**src/rtl/muldiv_sequencer_pkg.sv**
```systemverilog
// Shared RV32M encodings and the multiply/divide sequencer state type.
package rv32m_pkg;

  localparam logic [6:0] OPCODE_RTYPE  = 7'b0110011;
  localparam logic [6:0] FUNCT7_MULDIV = 7'b0000001;

  localparam logic [2:0] FUNCT3_MUL    = 3'b000;
  localparam logic [2:0] FUNCT3_MULH   = 3'b001;
  localparam logic [2:0] FUNCT3_MULHSU = 3'b010;
  localparam logic [2:0] FUNCT3_MULHU  = 3'b011;
  localparam logic [2:0] FUNCT3_DIV    = 3'b100;
  localparam logic [2:0] FUNCT3_DIVU   = 3'b101;
  localparam logic [2:0] FUNCT3_REM    = 3'b110;
  localparam logic [2:0] FUNCT3_REMU   = 3'b111;

  typedef enum logic [2:0] {
    ST_IDLE     = 3'd0,
    ST_MUL_WAIT = 3'd1,
    ST_DIV_ITER = 3'd2,
    ST_DIV_FIX  = 3'd3,
    ST_DONE     = 3'd4
  } md_state_e;

  // Divide-group ops with funct3[0]=0 (DIV/REM) are signed.
  function automatic logic f_div_is_signed(input logic [2:0] f3);
    return ~f3[0];
  endfunction

  function automatic logic f_div_is_rem(input logic [2:0] f3);
    return f3[1];
  endfunction

endpackage

```
**src/rtl/muldiv_sequencer_div_core.sv**
```systemverilog
// Restoring-divider datapath: one quotient bit per step, unsigned magnitudes only.
module md_div_core #(
  parameter int unsigned XLEN = 32
) (
  input  logic            clk,
  input  logic            rst,
  input  logic            i_load,
  input  logic            i_step,
  input  logic [XLEN-1:0] i_dividend,
  input  logic [XLEN-1:0] i_divisor,
  output logic [XLEN-1:0] o_quotient,
  output logic [XLEN-1:0] o_remainder
);

  logic [XLEN-1:0] r_quo;
  logic [XLEN-1:0] r_rem;
  logic [XLEN-1:0] r_div;

  logic [XLEN:0]   w_rem_sh;
  logic            w_fits;
  logic [XLEN-1:0] w_sub;

  // Dividend bits shift out of r_quo into the partial remainder as quotient bits shift in.
  assign w_rem_sh = {r_rem, r_quo[XLEN-1]};
  assign w_fits   = (w_rem_sh >= {1'b0, r_div});
  assign w_sub    = w_rem_sh[XLEN-1:0] - r_div;

  always_ff @(posedge clk or posedge rst) begin
    if (rst) begin
      r_quo <= '0;
      r_rem <= '0;
      r_div <= '0;
    end else if (i_load) begin
      r_quo <= i_dividend;
      r_rem <= '0;
      r_div <= i_divisor;
    end else if (i_step) begin
      r_rem <= w_fits ? w_sub : w_rem_sh[XLEN-1:0];
      r_quo <= {r_quo[XLEN-2:0], w_fits};
    end
  end

  assign o_quotient  = r_quo;
  assign o_remainder = r_rem;

endmodule

```
**src/rtl/muldiv_sequencer.sv**
```systemverilog
// RV32M multi-cycle controller: registered multiplier plus iterative divider, stalls EX while busy.
module muldiv_sequencer
  import rv32m_pkg::*;
#(
  parameter int unsigned XLEN    = 32,
  parameter int unsigned MUL_LAT = 2
) (
  input  logic            clk,
  input  logic            reset,
  input  logic            valid_i,
  input  logic [2:0]      funct3_i,
  input  logic [XLEN-1:0] a_i,
  input  logic [XLEN-1:0] b_i,
  input  logic            flush_i,
  output logic            stall_o,
  output logic            result_valid_o,
  output logic [XLEN-1:0] result_o,
  output logic            busy_o
);

  localparam logic [5:0] MUL_LAST = 6'(MUL_LAT - 1);
  localparam logic [5:0] DIV_LAST = 6'(XLEN - 1);

  md_state_e         r_state;
  md_state_e         w_state_nxt;
  logic [5:0]        r_cnt;
  logic [2:0]        r_funct3;
  logic              r_q_neg;
  logic              r_r_neg;
  logic [2*XLEN-1:0] r_prod;
  logic [XLEN-1:0]   r_result;

  logic                     w_accept;
  logic                     w_div_signed;
  logic                     w_a_neg;
  logic                     w_b_neg;
  logic                     w_b_zero;
  logic                     w_ovf;
  logic                     w_special;
  logic                     w_div_load;
  logic                     w_div_step;
  logic                     w_load_result;
  logic [XLEN-1:0]          w_a_mag;
  logic [XLEN-1:0]          w_b_mag;
  logic [XLEN-1:0]          w_special_res;
  logic [XLEN-1:0]          w_mul_res;
  logic [XLEN-1:0]          w_div_res;
  logic [XLEN-1:0]          w_result_nxt;
  logic [XLEN-1:0]          w_quo;
  logic [XLEN-1:0]          w_rem;
  logic signed [2*XLEN-1:0] w_a_ext;
  logic signed [2*XLEN-1:0] w_b_ext;
  logic signed [2*XLEN-1:0] w_prod;

  assign w_accept = (r_state == ST_IDLE) & valid_i & ~flush_i;

  // Sign-extending to 2*XLEN and keeping the low 2*XLEN product bits equals the 33x33 product.
  assign w_a_ext = {{XLEN{(funct3_i[1:0] != 2'b11) & a_i[XLEN-1]}}, a_i};
  assign w_b_ext = {{XLEN{~funct3_i[1] & b_i[XLEN-1]}}, b_i};
  assign w_prod  = w_a_ext * w_b_ext;

  assign w_div_signed = f_div_is_signed(funct3_i);
  assign w_a_neg      = w_div_signed & a_i[XLEN-1];
  assign w_b_neg      = w_div_signed & b_i[XLEN-1];
  assign w_a_mag      = w_a_neg ? -a_i : a_i;
  assign w_b_mag      = w_b_neg ? -b_i : b_i;

  assign w_b_zero  = (b_i == '0);
  assign w_ovf     = w_div_signed & (a_i == {1'b1, {(XLEN-1){1'b0}}}) & (b_i == '1);
  assign w_special = w_b_zero | w_ovf;

  always_comb begin
    w_special_res = '0;
    if (w_b_zero)
      w_special_res = f_div_is_rem(funct3_i) ? a_i : '1;
    else if (w_ovf)
      w_special_res = f_div_is_rem(funct3_i) ? '0 : a_i;
  end

  md_div_core #(
    .XLEN(XLEN)
  ) u_div (
    .clk         (clk),
    .rst         (reset),
    .i_load      (w_div_load),
    .i_step      (w_div_step),
    .i_dividend  (w_a_mag),
    .i_divisor   (w_b_mag),
    .o_quotient  (w_quo),
    .o_remainder (w_rem)
  );

  assign w_mul_res = (r_funct3 == FUNCT3_MUL) ? r_prod[XLEN-1:0] : r_prod[2*XLEN-1:XLEN];
  assign w_div_res = f_div_is_rem(r_funct3) ? (r_r_neg ? -w_rem : w_rem)
                                            : (r_q_neg ? -w_quo : w_quo);

  always_comb begin
    w_state_nxt    = r_state;
    stall_o        = 1'b0;
    result_valid_o = 1'b0;
    w_div_load     = 1'b0;
    w_div_step     = 1'b0;
    case (r_state)
      ST_IDLE: begin
        stall_o = w_accept;
        if (w_accept) begin
          if (!funct3_i[2])
            w_state_nxt = ST_MUL_WAIT;
          else if (w_special)
            w_state_nxt = ST_DONE;
          else begin
            w_state_nxt = ST_DIV_ITER;
            w_div_load  = 1'b1;
          end
        end
      end
      ST_MUL_WAIT: begin
        stall_o = 1'b1;
        if (r_cnt == MUL_LAST)
          w_state_nxt = ST_DONE;
      end
      ST_DIV_ITER: begin
        stall_o    = 1'b1;
        w_div_step = 1'b1;
        if (r_cnt == DIV_LAST)
          w_state_nxt = ST_DIV_FIX;
      end
      ST_DIV_FIX: begin
        stall_o     = 1'b1;
        w_state_nxt = ST_DONE;
      end
      ST_DONE: begin
        result_valid_o = ~flush_i;
        w_state_nxt    = ST_IDLE;
      end
      default: w_state_nxt = ST_IDLE;
    endcase
    if (flush_i)
      w_state_nxt = ST_IDLE;
    // Async reset must force every output low immediately, including comb ones.
    if (reset) begin
      stall_o        = 1'b0;
      result_valid_o = 1'b0;
    end
  end

  assign w_load_result = (w_state_nxt == ST_DONE) & (r_state != ST_DONE);

  always_comb begin
    w_result_nxt = w_div_res;
    case (r_state)
      ST_IDLE:     w_result_nxt = w_special_res;
      ST_MUL_WAIT: w_result_nxt = w_mul_res;
      default:     w_result_nxt = w_div_res;
    endcase
  end

  always_ff @(posedge clk or posedge reset) begin
    if (reset) begin
      r_state  <= ST_IDLE;
      r_cnt    <= '0;
      r_funct3 <= '0;
      r_q_neg  <= 1'b0;
      r_r_neg  <= 1'b0;
      r_prod   <= '0;
      r_result <= '0;
    end else begin
      r_state <= w_state_nxt;
      if (w_state_nxt != r_state)
        r_cnt <= '0;
      else if ((r_state == ST_MUL_WAIT) || (r_state == ST_DIV_ITER))
        r_cnt <= r_cnt + 6'd1;
      if (w_accept) begin
        r_funct3 <= funct3_i;
        r_q_neg  <= w_a_neg ^ w_b_neg;
        r_r_neg  <= w_a_neg;
        if (!funct3_i[2])
          r_prod <= w_prod;
      end
      if (w_load_result)
        r_result <= w_result_nxt;
    end
  end

  assign result_o = r_result;
  assign busy_o   = (r_state != ST_IDLE);

endmodule

```
**config.mk**
```make
export PLATFORM = sky130hd
export DESIGN_NAME = muldiv_sequencer
export DESIGN_NICKNAME = d
export VERILOG_FILES = /design/src/rtl/muldiv_sequencer_pkg.sv /design/src/rtl/muldiv_sequencer_div_core.sv /design/src/rtl/muldiv_sequencer.sv
export SDC_FILE = /design/constraint.sdc
export NUM_CORES = 2
export LEC_CHECK = 0
export BUFFER_PORTS_ARGS = -buffer_cell sky130_fd_sc_hd__buf_2
export CAP_MARGIN = 20
export CORE_MARGIN = 10
export CORE_UTILIZATION = 45
export DETAILED_ROUTE_END_ITERATION = 8
export GPL_ROUTABILITY_DRIVEN = 1
export PLACE_DENSITY = 0.7
export SLEW_MARGIN = 20
export SYNTH_ARGS = -nofsm -noshare
export SYNTH_HDL_FRONTEND = slang
export SYNTH_SLANG_ARGS = --single-unit
```
**constraint.sdc**
```tcl
create_clock -name clk -period 6.15 [get_ports clk]
set_input_delay 0.615 -clock clk [delete_from_list [all_inputs] [get_ports clk]]
set_output_delay 0.615 -clock clk [all_outputs]
set_load 0.05 [all_outputs]
```
==> impl_metrics.ini <==
[yosys]
synth_edf_count = 0
avgSynthCellArea_um2 = 8.87
ys_seq_elements = 206
async_flop_share_pct = 100
yosysWarnings = 0
synth_commonest_cells = 1,176 x inv_1, 1,126 x fa_1, 919 x nand2_1, 400 x and2_1, 269 x clkbuf_1
yosysUniqueCellTypes = 92
seq_area_frac_synth_pct = 9.98
yosysTopAreaCell = fa_1
synth_top_area_share_pct = 43.6
synth_area_leaders = fa_1 44%, dfrtp_1 10%, inv_1 8.5%, nand2_1 6.7%, ha_1 6.1%
syn_inst = 5825
netlist_area_um2 = 51700
syn_nets = 7273
synth_most_common_cell = inv_1
synth_top_flop_cell = dfrtp_1

[sta]
worst_pin_slew_ns = 1.14
clock_skew_ns = 0.0104
finalCritPeriodShare_pct = 120
drv_slew = 0
rsz0062_at_grt = yes
fin_ws_ns = -1.22
max_freq_mhz = 136
min_period_ns = 7.37
hold_violations = 0
slew_headroom_pct = 24.3
setup_violations = 46

[die]
die_area_um2 = 129000
io_pins = 106
fp.dieH_um = 359
num_rows = 124
fp.dieW_um = 359
core_area_um2 = 114000
initial_core_util_pct = 45.2

[drt]
ant_nets = 0
wl_per_cell_um = 21.5
drtIter0Drc = 3933
wirelength_um = 167000
drt-vias-per-instance = 5.48
firstDrtPassIters = 8
via_count = 42600
route.detailed.drc = 0

[placement]
io_buffers = 105
gp_congestion = 0.965
placed_cells = 7652
placed_cell_area_um2 = 58200
dp_hpwl_um = 136000

[layout]
syn_to_final_growth_pct = 19.6
drive_above_1_share_pct = 19.4
fin_cells = 7773
num-nets-final = 7693
final_area_um2 = 61800

[setup_path]
reg2regPathDepth = 13
cp-start-kind = input pin
cp.arrival_ns = 7.78
r2r_setup_slack_ns = 2.05
r2r_end = u_div.o_remainder[28]$_DFFE_PP0P_
cp_max_fo = 16
worstSetupPathType = in -> reg
worstPathRequired_ns = 6.56
endpoint_kind = flop
r2r_start = u_div.o_quotient[31]$_DFFE_PP0P_

[hold_path]
worstHoldPathType = in -> async

[cts]
clk_latency_ns = 0.54
cts-buffers-inserted = 23
cts_tree = built
clock_path_buffers = 3
clkSinkCount = 206
cts_max_level = 1
clk_pin_slew_ns = 0.06
root_buffer = clkbuf_16

[global_route]
grt_pass1_vias = 45700
grt_max_degree = 80
antenna_found_initial = 8
grtUsageTotal_pct = 25.8
overflow = 0
grt_pass1_wl_um = 263000

[status]
status = finished with violations
violations = setup timing

[flow_run]
cap_viol_max_count = 0
## registers in the layout (all words and copies together), names as in the netlist
register	flops
u_div.o_remainder	32
u_div.o_quotient	32
r_funct3	3
r_r_neg	1
r_prod	64
r_state	3
r_cnt	6
u_div.r_div	32
r_q_neg	1
result_o	32
## how the worst max path moves through the flow
stage,from,to,cells after the start
floorplan,funct3_i[0],r_prod[63]$_DFFE_PP0P_,29
global placement,a_i[12],r_prod[62]$_DFFE_PP0P_,26
detailed placement,a_i[12],r_prod[63]$_DFFE_PP0P_,24
CTS,funct3_i[1],r_prod[57]$_DFFE_PP0P_,28
global route,funct3_i[1],r_prod[57]$_DFFE_PP0P_,31
finish,b_i[11],r_prod[57]$_DFFE_PP0P_,26
## logic make-up after synthesis
group           count (synthesis)  share of synthesized area, %
flops                         206                          9.98
compound gates                663                          8.40
buf+inv                      1540                          11.3
mux                            48                         0.944
xor+xnor                      213                          3.61
fa+ha+maj                    1377                          49.7
simple gates                 1778                          16.1
## worst max-delay path, stage by stage
cell,delay [ns]
buf_4,0.28
buf_4,0.25
nand2_1,0.09
fa_1,0.47
fa_1,0.55
inv_1,0.06
fa_1,0.57
fa_1,0.46
fa_1,0.63
fa_1,0.45
fa_1,0.50
inv_2,0.04
fa_1,0.52
inv_2,0.05
ha_4,0.22
buf_6,0.13
a21oi_2,0.14
nand2_1,0.07
a221o_1,0.37
a211o_1,0.34
o211ai_2,0.10
buf_6,0.15
nand4_1,0.17
a32oi_2,0.31
or4_1,0.15
nand3_1,0.07
## final cells by class
| class | instances | area, µm² |
|---|---|---|
| diodes | 2 | 5.00 |
| fillers | 10000 | 52400 |
| inverters | 1176 | 4430 |
| clock buffers | 31 | 646 |
| flip-flops and latches | 206 | 5160 |
| repair buffers | 759 | 7000 |
| well taps | 1512 | 1890 |
| clock inverters | 8 | 121 |
| multi-input cells | 4079 | 42600 |
## layout by cell type, fill, tap and decap left out, drive strengths merged, types with 6 or more instances in the layout
cell / count
buf: 755
o31ai: 41
fa: 1126
clkbuf: 34
nor3: 40
a21o: 44
a22oi: 6
o22ai: 13
mux2: 6
and2: 401
o221ai: 6
nor4: 14
or2: 14
nand2: 919
nand2b: 16
a21oi: 164
xor2: 98
or4: 14
nand3: 38
and3: 19
a221o: 30
mux2i: 42
o211ai: 24
inv: 1174
o21bai: 16
nor2b: 17
o21ai: 183
o41ai: 16
a21boi: 8
dfrtp: 206
a211oi: 17
xnor2: 115
nand4: 32
o2111ai: 7
nor2: 219
or3: 16
o21a: 25
ha: 251
a31oi: 16
## per-stage QoR
stage                     setup slack (ns)  util, %  setup TNS [ns]  hold slack (ns)
after floorplan                      -1.84        -          -42.58            0.445
after global placement               -1.93     51.0          -75.20            0.456
after detailed placement             -1.97     51.0          -77.88            0.466
after CTS                            -1.17     53.3          -38.06            0.274
after global routing                 -1.45     54.1          -48.26            0.307
final                                -1.22     54.1          -39.93            0.244
## routing by layer
layer  share of wire [%]  global-route usage [%]
met5               0.020                       0
met4                 6.4                    13.4
met3                 8.0                    3.97
met1                  39                    33.0
met2                  47                    41.9
## what timing repair did
item	CTS	global route
hold buffers	0	0
pin swaps	187	145
setup endpoints to repair	49	50
gates resized for setup	331	217
buffers inserted	57	35
gates cloned	3	1
Power is left out: the tool's default activity adds up to more than one toggle a clock period on the data nets, which glitch-free logic cannot reach.
